[src/rtl/mc_core_if.sv]
// Memory request/ack port and console valid/ready port of mc_core.
// master = core side, slave = memory model / console sink side.
interface mc_core_if #(
  parameter int DATA_W = 16
);
  logic              mem_req;
  logic              mem_we;
  logic [14:0]       mem_addr;
  logic [DATA_W-1:0] mem_wdata;
  logic              mem_ack;
  logic [DATA_W-1:0] mem_rdata;
  logic              out_valid;
  logic [7:0]        out_data;
  logic              out_ready;

  modport master (
    output mem_req, mem_we, mem_addr, mem_wdata,
    input  mem_ack, mem_rdata,
    output out_valid, out_data,
    input  out_ready
  );

  modport slave (
    input  mem_req, mem_we, mem_addr, mem_wdata,
    output mem_ack, mem_rdata,
    input  out_valid, out_data,
    output out_ready
  );
endinterface

[src/rtl/mc_core.sv]
// Multi-cycle core with a shared req/ack memory port and a valid/ready console port.
// Define MC_CORE_PERF_EN to implement the retired-instruction counter; otherwise it reads 0.
module mc_core #(
  parameter int          DATA_W   = 16,
  parameter logic [15:0] RESET_PC = 16'h0000
) (
  input  logic        clk_i,
  input  logic        rst_i,
  mc_core_if.master   bus,
  output logic        halted_o,
  output logic [31:0] retired_o
);

  typedef enum logic [2:0] {
    S_FETCH,
    S_DECODE,
    S_EXEC,
    S_MEM,
    S_WB,
    S_HALT
  } state_e;

  localparam logic [3:0] OP_SUB  = 4'h0;
  localparam logic [3:0] OP_MOVL = 4'h8;
  localparam logic [3:0] OP_MOVH = 4'h9;
  localparam logic [3:0] OP_JMP  = 4'hE;
  localparam logic [3:0] OP_MEM  = 4'hF;

  state_e            state_q, state_d;
  logic [15:0]       pc_q, pc_d;
  logic [15:0]       ir_q, ir_d;
  logic [DATA_W-1:0] opa_q, opa_d;
  logic [DATA_W-1:0] opb_q, opb_d;
  logic [DATA_W-1:0] res_q, res_d;
  logic [DATA_W-1:0] regs_q [16];
  logic              rf_we;

  logic [3:0]        op, ra, rb, rt;
  logic [7:0]        imm;
  logic [15:0]       pc_inc;
  logic              is_st;
  logic              valid_op;
  logic              jmp_take;
  logic [3:0]        rdb_idx;
  logic [DATA_W-1:0] rd_a, rd_b;

  assign op      = ir_q[15:12];
  assign ra      = ir_q[11:8];
  assign rb      = ir_q[7:4];
  assign rt      = ir_q[3:0];
  assign imm     = ir_q[11:4];
  assign pc_inc  = pc_q + 16'd2;
  assign is_st   = rb[0];
  assign rdb_idx = (op == OP_SUB) ? rb : rt;
  assign rd_a    = (ra == 4'd0) ? '0 : regs_q[ra];
  assign rd_b    = (rdb_idx == 4'd0) ? '0 : regs_q[rdb_idx];

  always_comb begin
    valid_op = 1'b0;
    case (op)
      OP_SUB, OP_MOVL, OP_MOVH: valid_op = 1'b1;
      OP_JMP:                   valid_op = (rb <= 4'd3);
      OP_MEM:                   valid_op = (rb <= 4'd1);
      default:                  valid_op = 1'b0;
    endcase
  end

  always_comb begin
    jmp_take = 1'b0;
    case (rb[1:0])
      2'd0:    jmp_take = (opa_q == '0);
      2'd1:    jmp_take = (opa_q != '0);
      2'd2:    jmp_take = opa_q[DATA_W-1];
      default: jmp_take = ~opa_q[DATA_W-1];
    endcase
  end

  always_comb begin
    state_d = state_q;
    pc_d    = pc_q;
    ir_d    = ir_q;
    opa_d   = opa_q;
    opb_d   = opb_q;
    res_d   = res_q;
    rf_we   = 1'b0;
    case (state_q)
      S_FETCH: begin
        if (bus.mem_ack) begin
          ir_d    = bus.mem_rdata[15:0];
          state_d = S_DECODE;
        end
      end
      S_DECODE: begin
        opa_d   = rd_a;
        opb_d   = rd_b;
        state_d = valid_op ? S_EXEC : S_HALT;
      end
      S_EXEC: begin
        state_d = S_WB;
        case (op)
          OP_SUB:  res_d = opa_q - opb_q;
          OP_MOVL: res_d = {{(DATA_W-8){imm[7]}}, imm};
          OP_MOVH: begin
            res_d       = opb_q;
            res_d[15:8] = imm;
          end
          OP_JMP: begin
            pc_d    = jmp_take ? opb_q[15:0] : pc_inc;
            state_d = S_FETCH;
          end
          default: state_d = S_MEM;
        endcase
      end
      S_MEM: begin
        if (bus.mem_ack) begin
          if (is_st) begin
            pc_d    = pc_inc;
            state_d = S_FETCH;
          end else begin
            res_d   = bus.mem_rdata;
            state_d = S_WB;
          end
        end
      end
      S_WB: begin
        if (rt != 4'd0) begin
          rf_we   = 1'b1;
          pc_d    = pc_inc;
          state_d = S_FETCH;
        end else if (bus.out_ready) begin
          pc_d    = pc_inc;
          state_d = S_FETCH;
        end
      end
      default: state_d = S_HALT;
    endcase
  end

  always_ff @(posedge clk_i) begin
    if (rst_i) begin
      state_q <= S_FETCH;
      pc_q    <= RESET_PC;
      ir_q    <= '0;
      opa_q   <= '0;
      opb_q   <= '0;
      res_q   <= '0;
      for (int i = 0; i < 16; i++) regs_q[i] <= '0;
    end else begin
      state_q <= state_d;
      pc_q    <= pc_d;
      ir_q    <= ir_d;
      opa_q   <= opa_d;
      opb_q   <= opb_d;
      res_q   <= res_d;
      if (rf_we) regs_q[rt] <= res_q;
    end
  end

  // Outputs are forced low during reset because state is only cleared at the first reset edge.
  assign bus.mem_req   = ~rst_i & ((state_q == S_FETCH) | (state_q == S_MEM));
  assign bus.mem_we    = ~rst_i & (state_q == S_MEM) & is_st;
  assign bus.mem_addr  = rst_i ? '0 : ((state_q == S_MEM) ? opa_q[15:1] : pc_q[15:1]);
  assign bus.mem_wdata = rst_i ? '0 : opb_q;
  assign bus.out_valid = ~rst_i & (state_q == S_WB) & (rt == 4'd0);
  assign bus.out_data  = rst_i ? '0 : res_q[7:0];
  assign halted_o      = ~rst_i & (state_q == S_HALT);

`ifdef MC_CORE_PERF_EN
  logic        retire;
  logic [31:0] retired_q;

  assign retire = ((state_q == S_EXEC) & (op == OP_JMP))
                | ((state_q == S_MEM) & is_st & bus.mem_ack)
                | ((state_q == S_WB) & ((rt != 4'd0) | bus.out_ready));

  always_ff @(posedge clk_i) begin
    if (rst_i) retired_q <= '0;
    else if (retire) retired_q <= retired_q + 32'd1;
  end

  assign retired_o = rst_i ? '0 : retired_q;
`else
  assign retired_o = 32'h0;
`endif

endmodule

[src/flat_wrapper.sv]
// flat-port wrapper written by rule: the top's interface ports become plain ports
module mc_core_flat 
#(
  parameter int          DATA_W   = 16,
  parameter logic [15:0] RESET_PC = 16'h0000
)
  (clk_i, rst_i, halted_o, retired_o, bus_mem_req, bus_mem_we, bus_mem_addr, bus_mem_wdata, bus_mem_ack, bus_mem_rdata, bus_out_valid, bus_out_data, bus_out_ready);
  mc_core_if #(.DATA_W(DATA_W)) bus_i ();
  input  logic clk_i;
  input  logic rst_i;
  output logic halted_o;
  output logic [31:0] retired_o;
  output wire logic [$bits(bus_i.mem_req)-1:0] bus_mem_req;
  output wire logic [$bits(bus_i.mem_we)-1:0] bus_mem_we;
  output wire logic [$bits(bus_i.mem_addr)-1:0] bus_mem_addr;
  output wire logic [$bits(bus_i.mem_wdata)-1:0] bus_mem_wdata;
  input wire logic [$bits(bus_i.mem_ack)-1:0] bus_mem_ack;
  input wire logic [$bits(bus_i.mem_rdata)-1:0] bus_mem_rdata;
  output wire logic [$bits(bus_i.out_valid)-1:0] bus_out_valid;
  output wire logic [$bits(bus_i.out_data)-1:0] bus_out_data;
  input wire logic [$bits(bus_i.out_ready)-1:0] bus_out_ready;
  assign bus_mem_req = bus_i.mem_req;
  assign bus_mem_we = bus_i.mem_we;
  assign bus_mem_addr = bus_i.mem_addr;
  assign bus_mem_wdata = bus_i.mem_wdata;
  assign bus_i.mem_ack = bus_mem_ack;
  assign bus_i.mem_rdata = bus_mem_rdata;
  assign bus_out_valid = bus_i.out_valid;
  assign bus_out_data = bus_i.out_data;
  assign bus_i.out_ready = bus_out_ready;
  mc_core #(.DATA_W(DATA_W), .RESET_PC(RESET_PC)) u_core (.clk_i(clk_i), .rst_i(rst_i), .bus(bus_i), .halted_o(halted_o), .retired_o(retired_o));
endmodule
[config.mk]
export PLATFORM = sky130hd
export DESIGN_NAME = mc_core_flat
export DESIGN_NICKNAME = d
export VERILOG_FILES = /design/src/rtl/mc_core_if.sv /design/src/rtl/mc_core.sv /design/src/flat_wrapper.sv
export SDC_FILE = /design/constraint.sdc
export NUM_CORES = 1
export LEC_CHECK = 0
export CORE_ASPECT_RATIO = 2
export CORE_MARGIN = 1
export CORE_UTILIZATION = 36
export DETAILED_ROUTE_END_ITERATION = 8
export GPL_TIMING_DRIVEN = 1
export HOLD_SLACK_MARGIN = 0.15
export MAX_ROUTING_LAYER = met4
export PLACE_DENSITY_LB_ADDON = 0.25
export SLEW_MARGIN = 0
export SYNTH_ARGS = -nofsm -noshare
export SYNTH_HDL_FRONTEND = slang
export SYNTH_SLANG_ARGS = --single-unit
[constraint.sdc]
create_clock -name clk_i -period 5.7 [get_ports clk_i]
set_input_delay 1.14 -clock clk_i [delete_from_list [all_inputs] [get_ports clk_i]]
set_output_delay 1.14 -clock clk_i [all_outputs]
set_load 0.02 [all_outputs]
==> results.json <==
{
  "status": "finished clean",
  "clock_skew_ns": 0.02997,
  "path_buf_inv": 2,
  "clock_latency_ns": 0.62,
  "cts_tree": "done",
  "cts-root-buf": "clkbuf_16",
  "fillers": 5010,
  "dieArea_um2": 54180,
  "wl_mm": 68.32,
  "max_slew_margin_pct": 20.58,
  "cts_resized": 0,
  "whs_path_depth": 2,
  "dr.pass1.iters": 5,
  "synth_seq_cells": 342,
  "chipHeight_um": 328.2,
  "rsz0062_at_grt": "false",
  "post-cts-setup-buffers": 0,
  "max_stage_delay_ns": 0.73,
  "final_common_cell": "nand2_1",
  "start_util_pct": 36.44,
  "via_count": 14810,
  "grt_overflow_total": 0,
  "startpoint": "u_core.state_q[0]$_SDFFE_PP0P_",
  "io_pins": 95,
  "finalSetupViolCount": 0,
  "cp_num_cells": 6,
  "ff2ff_path_depth": 6,
  "final_cell_mix": "nand2_1, edfxtp_1, and2_1, a21oi_1, nand3_1",
  "fin_setup_tns_ns": 0,
  "drv_slew": 0,
  "synth_cell_types": 73,
  "areaGrowthSynthToFinish_pct": 12.45,
  "clockBufferDepth": 3,
  "seq_area_frac_synth_pct": 49.13,
  "die_w_um": 165.1,
  "required_ns": 4.56,
  "ir_drop_mv": 0.2887,
  "finalWeightedCongestion": 0.9879,
  "hold_buffers": 0,
  "grt_pass1_wl_mm": 99.06,
  "final_nets": 1878,
  "start_kind": "flip-flop",
  "cp_top_family": "buffers and inverters",
  "crit_type": "reg -> out",
  "synth_cells": 1818,
  "path_cells": "nand2_1 > nor2_2 > buf_4 > nand2_1 > a21oi_1 > clkdlybuf4s50_1",
  "cts_max_level": 1,
  "numPortBuffers": 62,
  "yosysWarnings": 0,
  "min-delay-start": "u_core.opb_q[14]$_SDFFE_PP0N_",
  "r2r-start": "u_core.state_q[2]$_SDFFE_PP0P_",
  "drt-wirelength-per-cell_um": 26.98,
  "drt_iter0_markers": 1342,
  "final_area_um2": 21540,
  "power_density_nw_per_um2": 411.1,
  "clock-sinks": 342,
  "hold_class": "reg -> reg",
  "ys.flop_type": "edfxtp_1",
  "worst-slew-pin-transition_ns": 1.187,
  "grt_max_degree": 74,
  "synth_area_per_cell_um2": 10.53,
  "ant_nets": 0,
  "core-area_um2": 52560,
  "numCtsBuffers": 31,
  "fp-row-count": 119,
  "async_flop_share_pct": 0,
  "placed_area_um2": 20480,
  "clkSlewWorstSetupHoldPaths_ns": 0.07,
  "first_global_vias": 14720,
  "max_freq_mhz": 228.0,
  "routed_via_density": 5.850,
  "drc": 0,
  "period_share_pct": 76.96,
  "min_period_ns": 4.387,
  "drive_above_1_share_pct": 12.98,
  "cp_common_cell": "nand2_1",
  "synth_edf_count": 256,
  "cp-end-kind": "output pin",
  "worstPathArrival_ns": 3.25,
  "antenna_found_initial": 2,
  "dp_hpwl_mm": 50.71,
  "crit_slowest_cell": "dfxtp_1",
  "cp_max_fo": 19,
  "cap_violations": 0,
  "p_leak_nw": 7.403,
  "hold_violations": 0,
  "syn_area_um2": 19150,
  "grt_use_total_pct": 26.31
}
-- stage by stage --
step / utilization (%) / hold WS, ns / total power, W / setup slack, ns / std cells
floorplan: - / 0.4256 / 0.005309 / 1.801 / 1865
global placement: 38.97 / 0.4694 / 0.006516 / 1.647 / 2473
detailed placement: 38.97 / 0.4730 / 0.006541 / 1.623 / 2473
CTS: 40.96 / 0.4858 / 0.008773 / 1.336 / 2530
global route: 40.97 / 0.5193 / 0.009181 / 1.216 / 2532
finish: 40.97 / 0.4870 / 0.008853 / 1.313 / 2532
-- worst register-to-register path: stages, from the launching register on --
cell and delay (ns):
dfxtp_1 0.68, nand3b_1 0.67, nand2_1 0.34, a211oi_1 0.82, nor2_2 0.33, a211o_1 0.34
a31oi_1 0.13
-- sequential cells by signal, indices dropped and copies added (netlist names), named ones only --
register,count
u_core.state_q,3
u_core.regs_q,256
u_core.opa_q,16
u_core.pc_q,15
u_core.opb_q,16
u_core.res_q,16
u_core.ir_q,16
-- report_power, final --
part	internal, W	switching [W]	leakage, nW	total [W]
Combinational	0.00115	0.00222	3.56	0.00337
Clock	0.00127	0.000983	0.506	0.00225
Sequential	0.00286	0.000375	3.33	0.00323
-- metal layers --
layer | wire length [µm] | vias up | track usage, % | share of wire (%)
li1 | - | 6612 | - | -
met1 | 21990 | 7355 | 24.91 | 32
met2 | 37560 | 639 | 48.18 | 55
met3 | 3651 | 207 | 3.573 | 5.3
met4 | 5116 | 0 | 17.71 | 7.5
met5 | 0 | - | - | 0
-- path summary, 6_finish.rpt --
| path | end | slack (ns) |
|---|---|---|
| worst min register to register | u_core.opb_q[14]$_SDFFE_PP0N_ | 0.49 |
| worst max register to register | u_core.pc_q[13]$_SDFFE_PP0P_ | 2.31 |
| worst max-delay path | bus_mem_addr[4] | 1.31 |
| worst min-delay path | u_core.opb_q[14]$_SDFFE_PP0N_ | 0.49 |
-- cell usage after synthesis (3+ instances only) --
master / count / area share, %
a221oi_1: 6 / 0.27
and2_1: 219 / 7.2
a211oi_1: 22 / 0.86
a21oi_1: 99 / 2.6
o21a_1: 11 / 0.43
dfxtp_1: 86 / 9.0
a2111oi_0: 4 / 0.18
or3_1: 11 / 0.36
mux2_2: 10 / 0.59
ha_1: 16 / 1.0
inv_1: 26 / 0.51
buf_1: 14 / 0.27
nand3_1: 91 / 2.4
a22oi_1: 36 / 1.4
clkbuf_1: 99 / 1.9
nand2b_1: 4 / 0.13
buf_2: 28 / 0.73
o21ai_0: 53 / 1.4
nor4_1: 18 / 0.59
mux2i_1: 40 / 2.1
buf_4: 36 / 1.4
a211o_1: 3 / 0.14
o22ai_1: 5 / 0.16
a21o_1: 6 / 0.24
nor3_1: 53 / 1.4
nand3b_1: 5 / 0.20
xor2_1: 7 / 0.32
nand4_1: 6 / 0.20
and3_1: 3 / 0.098
nand2_1: 270 / 5.3
xnor2_1: 4 / 0.18
a31oi_1: 17 / 0.56
nor3b_1: 3 / 0.12
edfxtp_1: 256 / 40
nor2b_1: 17 / 0.56
nor2_1: 80 / 1.6
or4_1: 6 / 0.24
o211ai_1: 15 / 0.59
mux4_2: 89 / 10
-- kinds of logic (layout without fill, tap and decap cells) --
family / Yosys count / after routing / synth area share [%]
DFF: 342 / 342 / 49.13
xor gates and xnor gates: 11 / 11 / 0.5030
and+or+nand+nor: 805 / 805 / 21.25
muxes: 140 / 140 / 13.22
buffers and inverters: 205 / 205 / 4.991
adders and majority gates: 17 / 17 / 1.150
AOI/OAI and AO/OA: 297 / 297 / 9.734
other: 1 / 50 / 0.01958
-- cell type report --
class / count / area [µm²] / area share [%]
Sequential cell: 342 / 9414 / 43.71
Multi-Input combinational cell: 1318 / 9050 / 42.02
Timing Repair Buffer: 121 / 1086 / 5.043
Tap cell: 665 / 832.0 / 3.864
Clock buffer: 38 / 802.0 / 3.724
Clock inverter: 19 / 245.2 / 1.139
Inverter: 27 / 101.3 / 0.4706
Antenna cell: 2 / 5.005 / 0.02324
Note: power is estimated with default switching activity, not from simulation.
